**src/rtl/primo_pkg.sv**
```systemverilog
// Shared constants and the elaboration-time primality function for the prime detector.
package primo_pkg;

    localparam int PRIMO_MAX_WIDTH = 10;
    localparam int PRIMO_CNT_W     = 16;

    // Trial division by every d with d*d <= value; only ever evaluated as a constant.
    function automatic logic is_prime(input int unsigned value);
        if (value < 2) begin
            return 1'b0;
        end
        for (int unsigned d = 2; d * d <= value; d++) begin
            if (value % d == 0) begin
                return 1'b0;
            end
        end
        return 1'b1;
    endfunction

endpackage

```
**src/rtl/primo_table.sv**
```systemverilog
// Combinational operand -> prime-bit lookup.
// The table is a constant vector filled at elaboration, so no divider is built.
module primo_table
    import primo_pkg::*;
#(
    parameter int WIDTH = 4
) (
    input  logic [WIDTH-1:0] operand,
    output logic             prime
);

    localparam int DEPTH = 2 ** WIDTH;

    logic [DEPTH-1:0] table_bits;

    generate
        for (genvar gi = 0; gi < DEPTH; gi++) begin : g_entry
            assign table_bits[gi] = is_prime(gi);
        end
    endgenerate

    assign prime = table_bits[operand];

endmodule

```
**src/rtl/primo_detector.sv**
```systemverilog
// Registered prime detector: one operand per cycle, result one cycle later.
// Define PRIMO_STATS_EN to add the saturating prime_count output.
module primo_detector
    import primo_pkg::*;
#(
    parameter int WIDTH = 4
) (
    input  logic                   clk,
    input  logic                   rst_n,
    input  logic                   in_valid,
    input  logic [WIDTH-1:0]       N,
    output logic                   out_valid,
    output logic                   F,
    output logic [WIDTH-1:0]       N_out
`ifdef PRIMO_STATS_EN
    ,
    output logic [PRIMO_CNT_W-1:0] prime_count
`endif
);

    generate
        if (WIDTH < 2 || WIDTH > PRIMO_MAX_WIDTH) begin : g_bad_width
            $error("primo_detector: WIDTH must be in 2..10");
        end
    endgenerate

    logic prime_bit;

    primo_table #(.WIDTH(WIDTH)) u_table (
        .operand (N),
        .prime   (prime_bit)
    );

    // F and N_out deliberately hold across idle cycles; only out_valid drops.
    always_ff @(posedge clk) begin
        if (!rst_n) begin
            out_valid <= 1'b0;
            F         <= 1'b0;
            N_out     <= '0;
        end else begin
            out_valid <= in_valid;
            if (in_valid) begin
                F     <= prime_bit;
                N_out <= N;
            end
        end
    end

`ifdef PRIMO_STATS_EN
    always_ff @(posedge clk) begin
        if (!rst_n) begin
            prime_count <= '0;
        end else if (in_valid && prime_bit && (prime_count != {PRIMO_CNT_W{1'b1}})) begin
            prime_count <= prime_count + 1'b1;
        end
    end
`endif

endmodule

```
**config.mk**
```make
export PLATFORM = sky130hd
export DESIGN_NAME = primo_detector
export DESIGN_NICKNAME = d
export VERILOG_FILES = /design/src/rtl/primo_pkg.sv /design/src/rtl/primo_table.sv /design/src/rtl/primo_detector.sv
export SDC_FILE = /design/constraint.sdc
export NUM_CORES = 1
export LEC_CHECK = 0
export CELL_PAD_IN_SITES_DETAIL_PLACEMENT = 1
export CELL_PAD_IN_SITES_GLOBAL_PLACEMENT = 1
export CORE_AREA = 3 3 40 42
export DETAILED_ROUTE_END_ITERATION = 8
export DIE_AREA = 0 0 43 45
export GPL_ROUTABILITY_DRIVEN = 0
export PLACE_DENSITY_LB_ADDON = 0.1
export SYNTH_ARGS = -nofsm -noshare
export SYNTH_HDL_FRONTEND = slang
export SYNTH_SLANG_ARGS = --single-unit
```
**constraint.sdc**
```tcl
create_clock -name clk -period 1.5 [get_ports clk]
set_input_delay 0.3 -clock clk [delete_from_list [all_inputs] [get_ports clk]]
set_output_delay 0.3 -clock clk [all_outputs]
set_load 0.005 [all_outputs]
```
==> impl_metrics.py <==
metrics = {
    "sta": {
        "slew_viol_final": 0,
        "fmax_ghz": 0.734,
        "relSlewSlack_pct": 86.7,
        "totalNegativeSetupSlack_ns": 0,
        "hold_violations": 0,
        "clock_skew_ns": 0,
        "rsz0062_at_grt": "no",
        "min_period_ns": 1.36,
        "setup_viol": 0,
        "fin_crit_sh_pct": 90.8,
        "hold_slack_ns": 0.487,
        "worstMarginPinSlew_ns": 0.198,
    },
    "floorplan": {
        "die_area_um2": 1940,
        "dieHeight_um": 45,
        "core-area_um2": 1280,
        "initial_core_util_pct": 19.6,
        "die_w_um": 43,
        "ios": 13,
        "rows": 13,
    },
    "final_layout": {
        "antenna_cells": 0,
        "nets": 48,
        "drive_above_1_share_pct": 23.1,
        "area_growth_pct": 68.7,
    },
    "route": {
        "finalWirelength_um": 622,
        "num_vias": 219,
        "viasPerCell": 4.06,
        "drc_errors": 0,
        "drt_iter0_markers": 0,
        "firstDrtPassIters": 1,
        "wl_per_cell_um": 11.5,
        "final_antenna_net_count": 0,
    },
    "grt": {
        "grt_max_degree": 6,
        "globalRouteOverflowTotal": 0,
        "track_usage_pct": 7.92,
        "grt_pass1_vias": 232,
        "grt_pass1_wl_um": 1060,
        "antenna_found_initial": 0,
    },
    "setup_path": {
        "cp-start-kind": "flop",
        "cp_slowest_stage_delay_ns": 0.50,
        "cp.buffers_inverters": 1,
        "path_max_fanout": 2,
        "crit_path_end_kind": "output pin",
        "required_ns": 1.20,
        "setup.worst_path.class": "flop to output pin",
        "crit_arrival_ns": 1.06,
        "cp_slowest_cell": "clkdlybuf4s50_1",
        "path_cells": "clkdlybuf4s50_1",
        "critPathTopFamily": "buffers and inverters",
    },
    "logic_synthesis": {
        "synth-seq-area-share_pct": 47.8,
        "syn_area_um2": 251,
        "synth_cells": 22,
        "ys_ff_latch": 6,
        "yosys.cell_types.count": 10,
        "synth_nets": 29,
        "synth_area_per_cell_um2": 11.4,
        "yosysWarnings": 0,
    },
    "clock_tree": {
        "post_cts_buffers": 0,
        "cts_buffers": 3,
        "htree_levels": 1,
        "ctsHoldBuffers": 0,
        "tritoncts": "done",
        "cts-root-buf": "clkbuf_4",
        "cts.sinks": 6,
        "clock_latency_ns": 0.23,
        "cts.repair.resized": 0,
        "clock_path_buffers": 2,
        "clk_pin_slew_ns": 0.04,
    },
    "power": {
        "vdd_drop_max_v": 0.000372,
        "total_leakage_power_nw": 0.172,
        "p_per_area_nw_per_um2": 915,
    },
    "run_status": {
        "status": "finished, final reports clean",
    },
    "place": {
        "io_buffers": 12,
        "hpwlAfterDp_um": 515,
    },
    "hold_path": {
        "hold_path.class": "flop to flop",
    },
    "run": {
        "maxCapViolations": 0,
    },
}
## synthesized netlist by cell type
cell	count	share of area, %
dfxtp_1	6	48
o22ai_2	1	5.0
nor2b_1	4	9.9
o221ai_2	1	6.0
a21boi_0	1	3.0
nand2_1	2	3.0
buf_6	1	4.5
inv_1	1	1.5
mux2i_1	4	16
and2_4	1	3.5
## layer usage
layer | wire length (um) | global-route usage [%]
met5 | 0 | 0
met4 | 4 | 7.23
met3 | 54 | 4.38
met2 | 283 | 10.8
met1 | 279 | 8.72
## flip-flops by register name (all words and copies together) (netlist names)
name / flops
N_out: 4
out_valid: 1
F: 1
## layout by cell type (no fill, tap or decap)
| master | n |
|---|---|
| o221ai_2 | 1 |
| mux2i_1 | 4 |
| o22ai_2 | 1 |
| nand2_1 | 2 |
| clkdlybuf4s50_1 | 12 |
| a21boi_0 | 1 |
| inv_1 | 1 |
| dfxtp_1 | 6 |
| and2_4 | 1 |
| clkbuf_4 | 3 |
| buf_4 | 3 |
| nor2b_1 | 4 |
## cell type report
cell class,instances,area [um2]
multi-input combinational,14,116
inverter,1,3.75
clock buffer,3,22.5
timing repair buffer,15,143
tap,15,18.8
fill,148,861
sequential,6,120
## final timing paths
path,startpoint,endpoint,slack (ns),depth (start not counted)
worst max-delay path,N_out[1],N_out[1],0.14,1
worst min-delay path,F,F,0.49,2
worst max register to register,N_out[1],N_out[1],0.88,2
worst min register to register,F,F,0.49,2
## power by group
part           internal [W]  switching, W   total, W
clock network     0.0000901     0.0000522   0.000142
registers          0.000170    0.00000415   0.000174
logic             0.0000474     0.0000245  0.0000718
total              0.000307     0.0000808   0.000388
## cell families after synthesis
| group | share of synthesized area [%] |
|---|---|
| flops | 47.8 |
| mux | 15.9 |
| compound gates | 13.9 |
| simple gates | 16.4 |
| buf+inv | 5.97 |
## per-stage QoR
step                      utilization [%]  setup slack [ns]  instances  power [W]  area, um2
after CTS                            33.0             0.118         54   0.000400        424
after detailed placement             31.3             0.183         51   0.000249        402
after global routing                 33.0            0.0706         54   0.000419        424
after floorplan                         -             0.669         22   0.000202        251
final                                33.0             0.138         54   0.000388        424
after global placement               31.3             0.185         51   0.000248        402
(Power assumes the default switching activity.)
